`src/rtl/capture_sequencer_pkg.sv`:
```
// Shared state encoding and defaults for the capture burst sequencer.
// Optional ARMED-state trigger timeout is compiled in with CAPTURE_SEQ_TIMEOUT_EN.
package capture_sequencer_pkg;

  typedef enum logic [2:0] {
    ST_IDLE    = 3'd0,
    ST_ARMED   = 3'd1,
    ST_DELAY   = 3'd2,
    ST_CAPTURE = 3'd3,
    ST_HOLDOFF = 3'd4
  } state_t;

  localparam int CNT_W_DEF = 16;
  localparam int TMO_W_DEF = 24;

  function automatic logic is_busy(input state_t s);
    return s != ST_IDLE;
  endfunction

endpackage

```
`src/rtl/capture_sequencer_seq_timer.sv`:
```
// Loadable down-counter with zero flag; load wins over decrement and the
// count saturates at zero instead of wrapping.
module seq_timer #(
  parameter int W = 16
) (
  input  logic         clk,
  input  logic         rst_n,
  input  logic         load,
  input  logic [W-1:0] load_val,
  input  logic         ena,
  output logic         zero
);

  logic [W-1:0] count_reg;

  always_ff @(posedge clk or negedge rst_n) begin
    if (!rst_n) begin
      count_reg <= '0;
    end else if (load) begin
      count_reg <= load_val;
    end else if (ena && count_reg != '0) begin
      count_reg <= count_reg - 1'b1;
    end
  end

  assign zero = (count_reg == '0);

endmodule

```
`src/rtl/capture_sequencer.sv`:
```
// Triggered capture burst sequencer: arm -> trigger -> pre-delay -> capture -> holdoff.
// Define CAPTURE_SEQ_TIMEOUT_EN to enable the trigger wait timeout in ARMED.
module capture_sequencer
  import capture_sequencer_pkg::*;
#(
  parameter int CNT_W = CNT_W_DEF,
  parameter int TMO_W = TMO_W_DEF
) (
  input  logic             clk,
  input  logic             rst_n,
  input  logic             arm,
  input  logic             abort,
  input  logic             trig,
  input  logic [CNT_W-1:0] cfg_delay,
  input  logic [CNT_W-1:0] cfg_length,
  input  logic [CNT_W-1:0] cfg_holdoff,
  input  logic [TMO_W-1:0] cfg_timeout,
  input  logic             in_valid,
  output logic             cap_valid,
  output logic [CNT_W-1:0] sample_idx,
  output logic             busy,
  output logic             done,
  output logic             aborted
);

  state_t             state_reg, state_next;
  logic [CNT_W-1:0]   delay_reg, length_reg, holdoff_reg, idx_reg;
  logic               done_reg, done_next;
  logic               aborted_reg, aborted_next;
  logic               cfg_load;
  logic               tmr_load, tmr_ena, tmr_zero;
  logic [CNT_W-1:0]   tmr_val;
  logic               last_sample;
  logic               tmo_expire;

  // Timer values are loaded as N-1 so the zero flag marks the last of N cycles.
  seq_timer #(.W(CNT_W)) u_timer (
    .clk      (clk),
    .rst_n    (rst_n),
    .load     (tmr_load),
    .load_val (tmr_val),
    .ena      (tmr_ena),
    .zero     (tmr_zero)
  );

`ifdef CAPTURE_SEQ_TIMEOUT_EN
  logic tmo_en_reg;
  logic tmo_zero;

  seq_timer #(.W(TMO_W)) u_tmo_timer (
    .clk      (clk),
    .rst_n    (rst_n),
    .load     (cfg_load),
    .load_val (cfg_timeout - 1'b1),
    .ena      (state_reg == ST_ARMED),
    .zero     (tmo_zero)
  );

  always_ff @(posedge clk or negedge rst_n) begin
    if (!rst_n) begin
      tmo_en_reg <= 1'b0;
    end else if (cfg_load) begin
      tmo_en_reg <= (cfg_timeout != '0);
    end
  end

  assign tmo_expire = tmo_en_reg & tmo_zero;
`else
  logic unused_tmo;
  assign unused_tmo = ^cfg_timeout;
  assign tmo_expire = 1'b0;
`endif

  assign cap_valid  = in_valid & (state_reg == ST_CAPTURE) & (length_reg != '0);
  assign sample_idx = idx_reg;
  assign busy       = is_busy(state_reg);
  assign done       = done_reg;
  assign aborted    = aborted_reg;

  always_comb begin
    state_next   = state_reg;
    done_next    = 1'b0;
    aborted_next = 1'b0;
    cfg_load     = 1'b0;
    tmr_load     = 1'b0;
    tmr_val      = '0;
    tmr_ena      = 1'b0;
    last_sample  = 1'b0;

    case (state_reg)
      ST_IDLE: begin
        if (arm) begin
          cfg_load   = 1'b1;
          state_next = ST_ARMED;
        end
      end
      ST_ARMED: begin
        if (trig) begin
          if (delay_reg == '0) begin
            state_next = ST_CAPTURE;
          end else begin
            state_next = ST_DELAY;
            tmr_load   = 1'b1;
            tmr_val    = delay_reg - 1'b1;
          end
        end else if (tmo_expire) begin
          state_next   = ST_IDLE;
          aborted_next = 1'b1;
        end
      end
      ST_DELAY: begin
        tmr_ena = 1'b1;
        if (tmr_zero) state_next = ST_CAPTURE;
      end
      ST_CAPTURE: begin
        if (length_reg == '0 || (in_valid && idx_reg == length_reg - 1'b1))
          last_sample = 1'b1;
      end
      ST_HOLDOFF: begin
        tmr_ena = 1'b1;
        if (tmr_zero) begin
          state_next = ST_IDLE;
          done_next  = 1'b1;
        end
      end
      default: state_next = ST_IDLE;
    endcase

    if (last_sample) begin
      if (holdoff_reg == '0) begin
        state_next = ST_IDLE;
        done_next  = 1'b1;
      end else begin
        state_next = ST_HOLDOFF;
        tmr_load   = 1'b1;
        tmr_val    = holdoff_reg - 1'b1;
      end
    end

    // Abort overrides any completion decided above in the same cycle.
    if (abort && state_reg != ST_IDLE) begin
      state_next   = ST_IDLE;
      done_next    = 1'b0;
      aborted_next = 1'b1;
      tmr_load     = 1'b0;
    end
  end

  always_ff @(posedge clk or negedge rst_n) begin
    if (!rst_n) begin
      state_reg   <= ST_IDLE;
      done_reg    <= 1'b0;
      aborted_reg <= 1'b0;
      delay_reg   <= '0;
      length_reg  <= '0;
      holdoff_reg <= '0;
      idx_reg     <= '0;
    end else begin
      state_reg   <= state_next;
      done_reg    <= done_next;
      aborted_reg <= aborted_next;
      if (cfg_load) begin
        delay_reg   <= cfg_delay;
        length_reg  <= cfg_length;
        holdoff_reg <= cfg_holdoff;
      end
      if (cfg_load || state_next == ST_IDLE) begin
        idx_reg <= '0;
      end else if (cap_valid) begin
        idx_reg <= idx_reg + 1'b1;
      end
    end
  end

endmodule

```
`config.mk`:
```
export PLATFORM = sky130hd
export DESIGN_NAME = capture_sequencer
export DESIGN_NICKNAME = d
export VERILOG_FILES = /design/src/rtl/capture_sequencer_pkg.sv /design/src/rtl/capture_sequencer_seq_timer.sv /design/src/rtl/capture_sequencer.sv
export SDC_FILE = /design/constraint.sdc
export NUM_CORES = 1
export LEC_CHECK = 0
export ABC_AREA = 1
export BUFFER_PORTS_ARGS = -buffer_cell sky130_fd_sc_hd__buf_2
export CORE_UTILIZATION = 53
export CTS_BUF_LIST = sky130_fd_sc_hd__clkbuf_4 sky130_fd_sc_hd__clkbuf_8
export DETAILED_ROUTE_END_ITERATION = 16
export GPL_TIMING_DRIVEN = 0
export PLACE_DENSITY = 0.79
export SYNTH_ARGS = -nofsm -noshare
export SYNTH_HDL_FRONTEND = slang
export SYNTH_SLANG_ARGS = --single-unit
```
`constraint.sdc`:
```
create_clock -name clk -period 2 [get_ports clk]
set_input_delay 0.1 -clock clk [delete_from_list [all_inputs] [get_ports clk]]
set_output_delay 0.1 -clock clk [all_outputs]
set_load 0.02 [all_outputs]
```
-- Yosys cells after proc, flatten, opt, wreduce, memory -nomap -nowiden
Cells that the tools add are included.
- output and inout port bits: 20
- flip-flop bits (word level): 85
- bitwise logic cells: 2
- reductions and logical operators: 17
- mux-type cells: 35
- equal/unequal tests: 5
- add/subtract/negate cells: 5
- operators by type and width (kind ; number):
    two-way mux 16 bit ; 9
    logical NOT 16 bit ; 4
    subtractor 16 x 1 -> 16 bit, second input constant ; 4
    nonzero test 16 bit ; 2
    two-way mux 3 bit ; 7
    two-way mux 1 bit ; 18
    adder 16 x 1 -> 16 bit, second input constant ; 1
    == test 16 bit ; 1
    case mux 3 bit (5 select lines) ; 1
    == test 3 x 2 -> 1 bit, second input constant ; 2
    logical NOT 3 bit ; 2
    nonzero test 2 bit ; 2
    == test 3 x 1 -> 1 bit, second input constant ; 1
    == test 3 bit, second input constant ; 1
    logical AND 1 bit ; 3
    nonzero test 3 bit ; 1
    AND 1 bit ; 2
    logical OR 1 bit ; 2
    OR reduction 2 bit ; 1

-- Logic depth before layout (Yosys ltp)
- depth after elaboration: 11
- mapped depth: 21
- mapped depth without buffers: 20

-- Modules after synthesis
A second synthesis with hierarchy kept.
- cell total of the unflattened synthesis: 801
- area total of the unflattened synthesis: 5954.5 µm²
- modules (own cells, without submodules) (module ; times used ; area each (µm²) ; cells an instance):
    capture_sequencer ; 1 ; 4616.9 ; 620
    seq_timer ; 1 ; 1337.5 ; 181

-- Least setup slack after synthesis
No wires, ideal clock.
- kind: reg2reg
- from: register length_reg[0]
- to: register idx_reg[6] (netlist: sample_idx[6])
- slack: -0.105 ns
- clock period less this slack: 2.105 ns
- library setup time: 0.120 ns
- arrival time: 1.985 ns
- path buffers: 1
- stages on the path, launching flop included: 19
- cell sequence: dfrtp_1 -> inv_2 -> ha_1 -> nand2_1 -> nor2_1 -> nand2_1 -> nand2_1 -> nor2_1 -> nor2_1 -> nand2_1 -> nor2_1 -> nand2_1 -> nand2_4 -> nand2_2 -> nand3_1 -> nand3_2 -> nand2_2 -> buf_8 -> nor2_1
- longest elaborated chain between the ends: 11
- ends and longest elaborated chain (what ; line ; text):
    start, declared ; capture_sequencer.sv:27 ; logic [CNT_W-1:0] delay_reg, length_reg, holdoff_reg, idx_reg;
    start signal, assigned ; capture_sequencer.sv:164 ; length_reg <= cfg_length;
    subtractor 16 x 1 -> 16 bit ; capture_sequencer.sv:116 ; if (length_reg == '0 || (in_valid && idx_reg == length_reg - 1'b1))
    == test 16 bit ; capture_sequencer.sv:116 ;
    logical AND 1 bit ; capture_sequencer.sv:116 ;
    logical OR 1 bit ; capture_sequencer.sv:116 ;
    two-way mux 1 bit ; capture_sequencer.sv:116 ;
    two-way mux 1 bit ; capture_sequencer.sv:90 ; case (state_reg)
    two-way mux 3 bit ; capture_sequencer.sv:129 ; if (last_sample) begin
    two-way mux 3 bit ; capture_sequencer.sv:141 ; if (abort && state_reg != ST_IDLE) begin
    logical NOT 3 bit ; capture_sequencer.sv:167 ; if (cfg_load || state_next == ST_IDLE) begin
    logical OR 1 bit ; capture_sequencer.sv:167 ;
    two-way mux 16 bit or nonzero test 2 bit (tied branches) ; - ;
    end signal, assigned ; capture_sequencer.sv:170 ; idx_reg <= idx_reg + 1'b1;
    end, declared ; capture_sequencer.sv:27 ;
Several ways; a longest one is shown, not always the timed one.
A chain may end at the register's enable or synchronous reset.

-- Worst setup path after layout
- from: register length_reg[1]
- to: register u_timer.count_reg[7]
- longest elaborated chain between the ends: 9
- ends and longest elaborated chain (what ; line ; text):
    subtractor 16 x 1 -> 16 bit ; capture_sequencer.sv:116 ;
    == test 16 bit ; capture_sequencer.sv:116 ;
    logical AND 1 bit ; capture_sequencer.sv:116 ;
    logical OR 1 bit (*) ; capture_sequencer.sv:116 ;
    two-way mux 1 bit (*) ; capture_sequencer.sv:116 ;
    two-way mux 1 bit (*) ; capture_sequencer.sv:90 ;
    two-way mux 1 bit ; capture_sequencer.sv:129 ;
    two-way mux 1 bit ; capture_sequencer.sv:141 ;
    two-way mux 16 bit or nonzero test 2 bit (tied branches) ; - ;
    end signal, assigned ; capture_sequencer_seq_timer.sv:20 ; count_reg <= load_val;
    end signal, assigned ; capture_sequencer_seq_timer.sv:22 ; count_reg <= count_reg - 1'b1;
    end, declared ; capture_sequencer_seq_timer.sv:14 ; logic [W-1:0] count_reg;
Every way passes the cells marked *; elsewhere a longest branch is shown, timed or not.

==> flow_metrics.env <==
export IMPL_route_detailed_drc=0
export IMPL_setup_tns_final_ps=-13450
export IMPL_synth_top_cells_by_count="183 x nand2_1, 119 x nor2_1, 86 x inv_1"
export IMPL_grt_start_max_net_pins=60
export IMPL_worst_path_most_repeated_cell="nand2_1"
export IMPL_setup_worst_path_class="reg -> reg"
export IMPL_dominantRegCellSynth="dfrtp_1"
export IMPL_global_route_wire_length_before_repair_mm=24.2
export IMPL_hold_path_class="in -> reg"
export IMPL_grt_use_total=0.279
export IMPL_antenna_violating_nets_post_route=0
export IMPL_syn_area_per_cell_sq_um=7.25
export IMPL_clockRootBuffer="clkbuf_8"
export IMPL_num_vias=5663
export IMPL_core_area_sq_um=10300
export IMPL_ys_async_sr_fraction=1.00
export IMPL_clock_latency_ps=370
export IMPL_number_of_antenna_cells_inserted=0
export IMPL_numCtsBuffers=9
export IMPL_worst_path_buf_inv=4
export IMPL_p_per_area_nw_per_um2=1160
export IMPL_io_pin_count=98
export IMPL_critPathTopFamily="simple AND/OR/NAND/NOR gates"
export IMPL_place_congestion=0.914
export IMPL_die_width_microns=105
export IMPL_net_switching_power_mw=3.78
export IMPL_non_filler_instance_count_after_layout=1060
export IMPL_post_synth_top_area_fraction=0.380
export IMPL_drtIter0Drc=471
export IMPL_worst_slew_pin_transition_ps=600
export IMPL_power_sequential_fraction=0.372
export IMPL_hold_viol_final=0
export IMPL_cts_root_to_sink_buffers=2
export IMPL_synth_edff_count=0
export IMPL_synth_area_leader_cell="dfrtp_1"
export IMPL_final_setup_viol_count=36
export IMPL_worst_ir_drop_vdd_mv=0.704
export IMPL_synth_seq_cells=85
export IMPL_dp_cells=983
export IMPL_yosysSeqAreaShare=0.380
export IMPL_finalWorstSetupSlack_ps=-435
export IMPL_max_stage_delay_ps=400
export IMPL_post_route_total_power_mw=8.40
export IMPL_h_tree_depth=3
export IMPL_fin_nets=1005
export IMPL_setup_repair_after_global_routing_missed_its_margin="true"
export IMPL_combPwrFrac=0.494
export IMPL_vias_per_cell=5.34
export IMPL_synthesized_area_sq_um=5600
export IMPL_synth_area_top_cells="dfrtp_1 38%, nand2_1 12%, nor2_1 8.0%"
export IMPL_worst_setup_path_end_kind="flip-flop"
export IMPL_syn_instance_count=773
export IMPL_fmax_mhz=411
export IMPL_net_switching_fraction_of_the_power=0.450
export IMPL_syn_num_nets=858
export IMPL_antenna_found_initial=0
export IMPL_fin_crit_sh=1.22
export IMPL_critical_path_required_ps=2260
export IMPL_relSlewSlack=0.600
export IMPL_die_area_sq_um=11000
export IMPL_place_port_buffers=73
export IMPL_violations="negative setup slack"
export IMPL_yosysWarnings=0
export IMPL_worst_ep_arrival_time_ps=2690
export IMPL_tritoncts="done"
export IMPL_floorplan_die_height_microns=105
export IMPL_drt_pass1_iter_count=5
export IMPL_fin_worst_skew_ps=9.12
export IMPL_cap_viol_max_count=0
export IMPL_critical_path_slowest_cell="dfrtp_1"
export IMPL_area_growth_syn_to_layout_pct=29.3
export IMPL_routed_wire_length_per_instance_microns=14.5
export IMPL_numClockSinks=85
export IMPL_cellInternalPower_mw=4.62
export IMPL_critPathMaxFanout=6
export IMPL_vias_in_the_first_global_route=5145
export IMPL_tightest_hold_margin_ps=3.05
export IMPL_outcome="finished, violations left"
export IMPL_cp_start_kind="flip-flop"
export IMPL_count_of_unique_library_cells_instantiated_by_yosys=36
export IMPL_power_leakage_nw=3.48
export IMPL_path_clk_slew_ps=80
export IMPL_hpwl_mm=10.5
export IMPL_final_max_slew_violation_count=0
export IMPL_drt_total_wl_mm=15.4
export IMPL_power_share_clock=0.133
export IMPL_fin_crit_ps=2440
export IMPL_path_cells="inv_2, ha_4, buf_4, nand3_2, nor2_4, nand2_1, nand2_1, nand2_1, inv_1, nand2_1, nor2_1, nand2_1, nand2_4, nand4_4, nand2_4, buf_6, nand2_2, nand2_1, nand2_1"
export IMPL_globalRouteOverflowTotal=0
export IMPL_fraction_of_final_layout_cells_sized_beyond_drive_strength_1=0.239
export IMPL_synthMostInstantiatedCell="nand2_1"
export IMPL_rows=37
export IMPL_initial_utilization=0.545
[worst register-to-register path: stages (launching register included)]
cell,delay (ps)
dfrtp_1,400
inv_2,100
ha_4,190
buf_4,120
nand3_2,120
nor2_4,160
nand2_1,60
nand2_1,60
nand2_1,50
inv_1,40
nand2_1,40
nor2_1,120
nand2_1,100
nand2_4,150
nand4_4,150
nand2_4,160
buf_6,150
nand2_2,70
nand2_1,60
nand2_1,50
[per-stage QoR]
stage / utilization / area (sq um) / setup slack [ps]
2_1_floorplan: - / 5640 / 0.384
3_3_place_gp: 0.601 / 6180 / -441
3_5_place_dp: 0.604 / 6210 / -475
4_1_cts: 0.680 / 6990 / -317
5_1_grt: 0.705 / 7250 / -610
6_report: 0.705 / 7250 / -435
[repair_timing]
item | in CTS | in global routing
pin swaps | 14 | 17
hold buffers | 38 | 0
gates cloned | 2 | 0
setup endpoints to repair | 67 | 66
buffers inserted | 10 | 12
gates resized for setup | 38 | 48
hold endpoints to repair | 63 | 0
[power by group through the flow]
stage	clock, mW	sequential [mW]	combinational, mW
6_report	1.12	3.13	4.15
2_1_floorplan	0	2.94	2.79
4_1_cts	1.13	3.09	3.81
5_1_grt	1.21	3.23	4.62
3_5_place_dp	0	3.09	3.54
3_3_place_gp	0	3.08	3.47
[final cells by class]
| type | count | area, sq um |
|---|---|---|
| inverters | 90 | 342 |
| well taps | 136 | 170 |
| multi-input cells | 575 | 3320 |
| fillers | 831 | 3030 |
| clock inverters | 2 | 10.0 |
| plain buffers | 23 | 141 |
| repair buffers | 136 | 977 |
| clock buffers | 13 | 160 |
| flip-flops and latches | 85 | 2130 |
[placed cells by master, fill, tap and decap left out, types with 3 or more instances in the layout]
cell,count
xor2_1,46
nand2_1,162
clkbuf_8,11
inv_2,6
nand3b_1,5
nand2_2,19
clkbuf_4,5
nor4_1,4
o211ai_1,14
nand3_4,3
nand4_1,27
o21ai_0,11
nor3_1,15
nand3_2,6
o21ai_2,6
buf_4,24
nand3_1,36
buf_6,6
buf_2,74
dfrtp_1,84
xnor2_1,11
clkbuf_2,3
nand2_4,7
mux2_2,16
nor2_1,108
dlygate4sd3_1,38
inv_1,83
nor2_4,10
a21oi_1,36
ha_1,6
nor2_2,9
clkbuf_1,7
[cell families (layout without fill, tap and decap cells)]
family	count (synthesis)	count (layout)	synth area share
AND/OR/NAND/NOR	419	419	0.328
buffers and inverters	113	264	0.0804
flip-flops	85	85	0.380
XOR/XNOR	57	57	0.0891
adder cells (fa/ha/maj)	7	7	0.0156
multiplexers	16	16	0.0321
AO/OA/AOI/OAI	76	76	0.0757
[final timing paths]
check	to	slack (ps)	cells after the start	startpoint
min	length_reg[3]	3	3	cfg_length[3]
max	u_timer.count_reg[7]	-440	19	length_reg[1]
max reg2reg	u_timer.count_reg[7]	-440	19	length_reg[1]
min reg2reg	delay_reg[13]	550	2	delay_reg[13]
min in group asynchronous	sample_idx[0]	210	2	rst_n
max in group asynchronous	holdoff_reg[13]	1180	3	rst_n
[per-layer routing]
layer,share of wire,GRT usage
met1,0.46,0.403
met2,0.45,0.430
met3,0.067,0.0518
met4,0.017,0.0734
met5,0,0
Note: power is estimated with default switching activity, not from simulation.
